==> src/rtl/axis_pkt_fifo_pkg.sv <==
// Shared types for the AXI4-Stream packet FIFO.
// Word layout, release FSM states and width helper.
package axis_pkt_fifo_pkg;

  localparam int AXIS_DATA_W = 32;
  localparam int AXIS_KEEP_W = AXIS_DATA_W / 8;

  typedef struct packed {
    logic [AXIS_DATA_W-1:0] data;
    logic [AXIS_KEEP_W-1:0] keep;
    logic                   last;
  } axis_word_t;

  typedef enum logic {
    IDLE,
    RELEASE
  } rel_state_t;

  function automatic int word_w(int dw);
    return dw + dw / 8 + 1;
  endfunction

endpackage

==> src/rtl/axis_fifo_ram.sv <==
// Simple dual-port RAM with registered read.
// A same-cycle write to the read address is forwarded to rdata.
module axis_fifo_ram #(
  parameter int W     = 37,
  parameter int DEPTH = 16,
  localparam int AW   = $clog2(DEPTH)
) (
  input  logic          clk,
  input  logic          we,
  input  logic [AW-1:0] waddr,
  input  logic [W-1:0]  wdata,
  input  logic [AW-1:0] raddr,
  output logic [W-1:0]  rdata
);

  logic [W-1:0] mem [DEPTH];

  always_ff @(posedge clk) begin
    if (we)
      mem[waddr] <= wdata;
    if (we && waddr == raddr)
      rdata <= wdata;
    else
      rdata <= mem[raddr];
  end

endmodule

==> src/rtl/axis_pkt_fifo.sv <==
// AXI4-Stream FIFO with cut-through or store-and-forward output
// and forced release of packets too large to ever complete.
module axis_pkt_fifo
  import axis_pkt_fifo_pkg::*;
#(
  parameter int DATA_W    = 32,
  parameter int DEPTH     = 16,
  parameter int STORE_FWD = 0,
  localparam int KW       = DATA_W / 8,
  localparam int AW       = $clog2(DEPTH),
  localparam int PW       = AW + 1
) (
  input  logic              aclk,
  input  logic              aresetn,
  input  logic [DATA_W-1:0] s_axis_tdata,
  input  logic [KW-1:0]     s_axis_tkeep,
  input  logic              s_axis_tlast,
  input  logic              s_axis_tvalid,
  output logic              s_axis_tready,
  output logic [DATA_W-1:0] m_axis_tdata,
  output logic [KW-1:0]     m_axis_tkeep,
  output logic              m_axis_tlast,
  output logic              m_axis_tvalid,
  input  logic              m_axis_tready,
  output logic [PW-1:0]     fill_level,
  output logic [PW-1:0]     pkt_count,
  output logic              oversize_err
);

  localparam int WW = word_w(DATA_W);

  logic [PW-1:0] wr_ptr;
  logic [PW-1:0] rd_ptr;
  logic [PW-1:0] rd_next;
  logic [PW-1:0] fill_q;
  logic [PW-1:0] pkt_q;
  logic          rst_q;
  rel_state_t    state;
  logic          full;
  logic          empty;
  logic          push;
  logic          pop;
  logic          push_last;
  logic          pop_last;
  logic [WW-1:0] rdata;

  assign full  = (wr_ptr[AW] != rd_ptr[AW]) &&
                 (wr_ptr[AW-1:0] == rd_ptr[AW-1:0]);
  assign empty = (wr_ptr == rd_ptr);

  assign s_axis_tready = !rst_q && !full;
  assign m_axis_tvalid = !empty &&
                         (STORE_FWD == 0 || pkt_q != '0 ||
                          state == RELEASE);

  // A packet filling the whole FIFO can never see its tlast buffered.
  assign oversize_err = (STORE_FWD != 0) && state == IDLE &&
                        full && pkt_q == '0;

  assign push      = s_axis_tvalid && s_axis_tready;
  assign pop       = m_axis_tvalid && m_axis_tready;
  assign push_last = push && s_axis_tlast;
  assign pop_last  = pop && m_axis_tlast;
  assign rd_next   = rd_ptr + PW'(pop);

  assign m_axis_tdata = rdata[WW-1 -: DATA_W];
  assign m_axis_tkeep = rdata[KW:1];
  assign m_axis_tlast = rdata[0];
  assign fill_level   = fill_q;
  assign pkt_count    = pkt_q;

  axis_fifo_ram #(
    .W     (WW),
    .DEPTH (DEPTH)
  ) u_ram (
    .clk   (aclk),
    .we    (push),
    .waddr (wr_ptr[AW-1:0]),
    .wdata ({s_axis_tdata, s_axis_tkeep, s_axis_tlast}),
    .raddr (rd_next[AW-1:0]),
    .rdata (rdata)
  );

  always_ff @(posedge aclk) begin
    if (!aresetn) begin
      rst_q  <= 1'b1;
      wr_ptr <= '0;
      rd_ptr <= '0;
      fill_q <= '0;
      pkt_q  <= '0;
      state  <= IDLE;
    end else begin
      rst_q  <= 1'b0;
      wr_ptr <= wr_ptr + PW'(push);
      rd_ptr <= rd_next;
      if (push && !pop)
        fill_q <= fill_q + 1'b1;
      else if (pop && !push)
        fill_q <= fill_q - 1'b1;
      if (push_last && !pop_last)
        pkt_q <= pkt_q + 1'b1;
      else if (pop_last && !push_last)
        pkt_q <= pkt_q - 1'b1;
      unique case (state)
        IDLE:    if (oversize_err) state <= RELEASE;
        RELEASE: if (pop_last) state <= IDLE;
        default: state <= IDLE;
      endcase
    end
  end

endmodule

==> config.mk <==
export PLATFORM = sky130hd
export DESIGN_NAME = axis_pkt_fifo
export DESIGN_NICKNAME = d
export VERILOG_FILES = /design/src/rtl/axis_pkt_fifo_pkg.sv /design/src/rtl/axis_fifo_ram.sv /design/src/rtl/axis_pkt_fifo.sv
export SDC_FILE = /design/constraint.sdc
export NUM_CORES = 1
export LEC_CHECK = 0
export ABC_AREA = 1
export BUFFER_PORTS_ARGS = -buffer_cell sky130_fd_sc_hd__buf_2
export CORE_MARGIN = 5
export CORE_UTILIZATION = 55
export CTS_BUF_LIST = sky130_fd_sc_hd__clkbuf_8
export CTS_CLUSTER_DIAMETER = 100
export DETAILED_ROUTE_END_ITERATION = 8
export PLACE_DENSITY = 0.73
export SETUP_SLACK_MARGIN = 0.5
export SYNTH_ARGS = -nofsm -noshare
export SYNTH_HDL_FRONTEND = slang
export SYNTH_SLANG_ARGS = --single-unit
==> constraint.sdc <==
create_clock -name aclk -period 4.4 [get_ports aclk]
set_input_delay 0.44 -clock aclk [delete_from_list [all_inputs] [get_ports aclk]]
set_output_delay 0.44 -clock aclk [all_outputs]
set_load 0.05 [all_outputs]
---- Word-level counts from Yosys, hierarchy flattened ----
Memories as Yosys holds them, arrays and structs flattened. A register that Yosys moved wholly into a read port is not among the register bits.
Index checks and enable logic that the tools add are counted.
cells by class
  add/subtract/negate cells ............... 6
  multiplexer cells ....................... 7
  eq/ne operators ......................... 3
  reduce and logical (&&, ||, !) cells .... 19
operators by type and width
  operator                                                             count
  5-bit two-way mux                                                    4
  5-bit by 1-bit adder with 5-bit output                               2
  5-bit by 1-bit adder with 5-bit output (second input constant)       2
  1-bit logical AND                                                    10
  5-bit by 1-bit subtractor with 5-bit output (second input constant)  2
  1-bit logical NOT                                                    7
  5-bit equality test                                                  1
  4-bit equality test                                                  1
  2-bit nonzero test                                                   2
  1-bit two-way mux                                                    3
  1-bit != test                                                        1
word-level totals
  output and inout bits ................... 50
  logic and storage cells ................. 41
  memories ................................ 1
  RAM bits ................................ 592
  register bits after elaboration ......... 21
memories
  name       words  width  rd ports  clocked after Yosys merged registers in  wr ports  line                 source
  u_ram.mem  16     37     1         1                                        1         axis_fifo_ram.sv:16  logic [W-1:0] mem [DEPTH];

---- Depth between registers and ports, before layout ----
  depth after elaboration ................. 10
  mapped depth ............................ 19

---- Hierarchy ----
A second synthesis with hierarchy kept.
unflattened totals
  cells, all modules ...................... 2588
  area total of the unflattened synthesis .. 26808.2 um^2
by module, submodules not included
  module         seq. area each (um^2)  times used  area an instance (um^2)  cells each
  axis_fifo_ram  17857.1                1           25544.5                  2413
  axis_pkt_fifo  420.4                  1           1263.7                   175

---- Worst setup path after synthesis ----
No wires, ideal clock.
  path kind ............................... register to register
  from .................................... reg wr_ptr[2]
  to ...................................... mem u_ram.mem[11][0], enable pin
  cell stages (with the launch flop) ...... 10
  required time ........................... 3.969 ns
  path buffers ............................ 2
  clock period less this slack ............ 3.051 ns
  arrival ................................. 2.620 ns
  setup slack ............................. 1.349 ns
  cells stage by stage .................... dfxtp_1 -> buf_2 -> inv_1 -> nand2_1 -> nand2_1 -> nor2_1 -> nand3b_1 -> nand3_2 -> buf_2 -> nor2_1
on the way
  cells in the longest elaborated chain, start to end .. 7
ends and longest elaborated chain
  element                                  line                 source
  start, declared                          axis_pkt_fifo.sv:32  logic [PW-1:0] wr_ptr;
  start signal, assigned                   axis_pkt_fifo.sv:94  wr_ptr <= wr_ptr + PW'(push);
  4-bit equality test                      axis_pkt_fifo.sv:48  (wr_ptr[AW-1:0] == rd_ptr[AW-1:0]);
  1-bit logical AND                        axis_pkt_fifo.sv:47  assign full = (wr_ptr[AW] != rd_ptr[AW]) &&
  1-bit logical NOT                        axis_pkt_fifo.sv:51  assign s_axis_tready = !rst_q && !full;
  1-bit logical AND                        axis_pkt_fifo.sv:51
  1-bit logical AND                        axis_pkt_fifo.sv:60  assign push = s_axis_tvalid && s_axis_tready;
  1-bit two-way mux                        axis_fifo_ram.sv:19  if (we)
  1-bit two-way mux (implied by the code)  axis_fifo_ram.sv:20  mem[waddr] <= wdata;
  end, declared                            axis_fifo_ram.sv:16
Several ways; a longest one is shown, not always the timed one.

==> flow_metrics.tcl <==
set metrics [dict create \
    grt_usage_pct 24.1 \
    whs_path_depth 3 \
    synth_cells 2092 \
    clock_path_buffers 3 \
    pwr-share-seq_pct 48.4 \
    dieHeight_um 223 \
    path_max_fanout 110 \
    die_w_um 223 \
    rsz0062_at_grt "false" \
    p_leak_nw 9.79 \
    fin_worst_hold_slack_ns 0.0782 \
    fin_tns_setup_ns 0 \
    clock_latency_ns 0.68 \
    layout.cells.non_filler 2874 \
    synth.top_cell.area_share_pct 71.0 \
    grt_pass1_vias 16532 \
    yosysMostFrequentCell "edfxtp_1" \
    met1Wirelength_mm 24.5 \
    cts_hold_buffers 0 \
    rows 78 \
    hold_viol_final 0 \
    status "complete, no violations" \
    port_buffers 89 \
    skew_ns 0.0191 \
    switching_power_mw 4.07 \
    grt_max_degree 138 \
    dp_hpwl_mm 31.4 \
    start_util_pct 55.4 \
    overflow 0 \
    crit_type "flop to primary output" \
    p_comb_share_pct 18.1 \
    drt-total-wl_mm 60.5 \
    ys_warn_count 0 \
    wl_per_cell_um 21.0 \
    path_clk_slew_ns 0.06 \
    nFillCells 3498 \
    seq_area_um2 18300 \
    die-area_um2 49900 \
    rr_worst_depth 13 \
    hold_class "input port to flop" \
    p_total_mw 13.5 \
    r2r_end "pkt_count[3]" \
    p_sw_share_pct 30.1 \
    drive_gt1_share_pct 12.2 \
    ys_seq_area_share_pct 73.0 \
    min_from "aresetn" \
    grt_pass1_wl_mm 93.6 \
    cts.sinks 617 \
    met3_length_mm 5.04 \
    multi_input_area_um2 5840 \
    reg2reg_setup_slack_ns 1.18 \
    via_per_inst 5.73 \
    crit_path_end_kind "primary output" \
    min_to "wr_ptr[0]" \
    synth_largest_area_cell "edfxtp_1" \
    syn2layout_area_growth_pct 11.1 \
    cp-start-kind "flop" \
    max_freq_mhz 269 \
    drt-initial-drc-count 1614 \
    arrival_ns 3.27 \
    clkPwrFrac_pct 33.5 \
    fin_crit_sh_pct 84.3 \
    gp_congestion 0.825 \
    drc 0 \
    place_area_um2 26000 \
    ant_nets 0 \
    avgSynthCellArea_um2 12.0 \
    syn_area_um2 25000 \
    p_int_mw 9.44 \
    antenna_found_initial 5 \
    tritoncts "done" \
    ys_seq_elements 617 \
    syn_nets 2147 \
    core_area_um2 45200 \
    ys_types 26 \
    fin_crit_ns 3.71 \
    post_cts_buffers 0 \
    synth_edf_count 592 \
    p_per_area_nw_per_um2 485 \
    peakVddDrop_mv 0.364 \
    async_flop_share_pct 0 \
    dr.pass1.iters 5 \
    clockRootBuffer "clkbuf_8" \
    synthFlopType "edfxtp_1" \
    slew_headroom_pct 28.5 \
    max_cap_viol_count 0 \
    worstPathRequired_ns 3.96 \
    finalSetupViolCount 0 \
    nets 2249 \
    num_vias 16458 \
    dp.cells 2694 \
    synth_area_leaders "edfxtp_1 71%, nor2_1 7.8%, nand3_1 4.8%" \
    highest_layer "met5" \
    worst_pin_slew_ns 1.07 \
    pin_count 91 \
    cts_buffers 98 \
    slew_viol_final 0 \
    wl_met2_mm 29.5 \
    ys_top_cells_by_count "592 x edfxtp_1, 520 x nor2_1, 238 x nand3_1" \
    htreeDepth 3 \
    cts_resized 0 \
    design_area_um2 27800 \
]
-- how the worst max path moves through the flow --
stage	from	endpoint	slack (ns)	cells past startpoint
floorplan	wr_ptr[2]	u_ram.mem[11][0]	1.35	9
global placement	flop	pkt_count[4]	1.31	13
finish	flop	m_axis_tdata[1]	0.69	7
CTS	flop	m_axis_tdata[1]	0.71	7
global route	flop	m_axis_tdata[11]	0.58	7
detailed placement	wr_ptr[2]	u_ram.mem[4][7]	1.24	7
-- stage by stage --
| step | util [%] | worst slack, ns |
|---|---|---|
| after floorplan | - | 1.35 |
| after global placement | 57.6 | 1.31 |
| after detailed placement | 57.6 | 1.24 |
| after CTS | 61.6 | 0.708 |
| after global routing | 61.6 | 0.581 |
| final | 61.6 | 0.689 |
-- critical path, cell delays in order, from the launching register on --
cell and delay [ns]:
dfxtp_4 0.45, inv_6 0.55, buf_12 0.49, o211ai_1 0.19
nand3_1 0.14, nand3_1 0.09, nand2_1 0.16, buf_2 0.29
-- layer usage --
metal  up-vias  track usage (%)
met1      7990             33.0
met5         -                0
met3       109             4.82
met2       786             38.9
li1       7569                -
met4         4             8.74
-- layout make-up --
class / instances / share of cell area (%)
inverter: 93 / 1.29
clock inverter: 74 / 1.46
tap: 600 / 2.70
antenna: 4 / 0.0360
clock buffer: 102 / 5.05
multi-input combinational: 1257 / 21.0
sequential: 617 / 65.7
timing repair buffer: 127 / 2.76
-- placed cells by master, fill, tap and decap left out, types with 8 or more instances in the layout --
master / count
a21oi_1: 8
buf_2: 89
buf_4: 35
clkbuf_8: 102
clkinv_1: 28
clkinv_2: 10
dfxtp_1: 21
edfxtp_1: 592
ha_1: 12
inv_1: 114
nand2_1: 167
nand3_1: 238
nor2_1: 504
nor2_4: 16
o211ai_1: 51
o21ai_0: 169
o21ai_1: 76
-- logic make-up (layout without fill, tap and decap cells) --
| logic type | Yosys count | count (layout) | synth area share [%] |
|---|---|---|---|
| and+or+nand+nor | 930 | 930 | 15.2 |
| buffers and inverters | 218 | 396 | 4.16 |
| xor gates and xnor gates | 8 | 8 | 0.280 |
| AOI/OAI and AO/OA | 304 | 304 | 6.59 |
| other | 1 | 5 | 0.0150 |
| adders and majority gates | 14 | 14 | 0.760 |
| DFF | 617 | 617 | 73.0 |
-- power by group through the flow --
stage / logic (mW) / clock network [mW] / registers (mW)
final: 2.44 / 4.52 / 6.54
after global routing: 2.68 / 4.89 / 6.54
after CTS: 2.44 / 4.62 / 6.54
after detailed placement: 2.42 / 0 / 6.66
after global placement: 2.38 / 0 / 6.66
after floorplan: 1.86 / 0 / 6.71
-- state kept, by name, summed over array words and instances, names as in the netlist, named ones only --
signal / flops
rd_ptr: 5
fill_level: 5
u_ram.mem: 592
pkt_count: 5
rst_q: 1
wr_ptr: 5
Note: power is estimated with default switching activity, not from simulation.
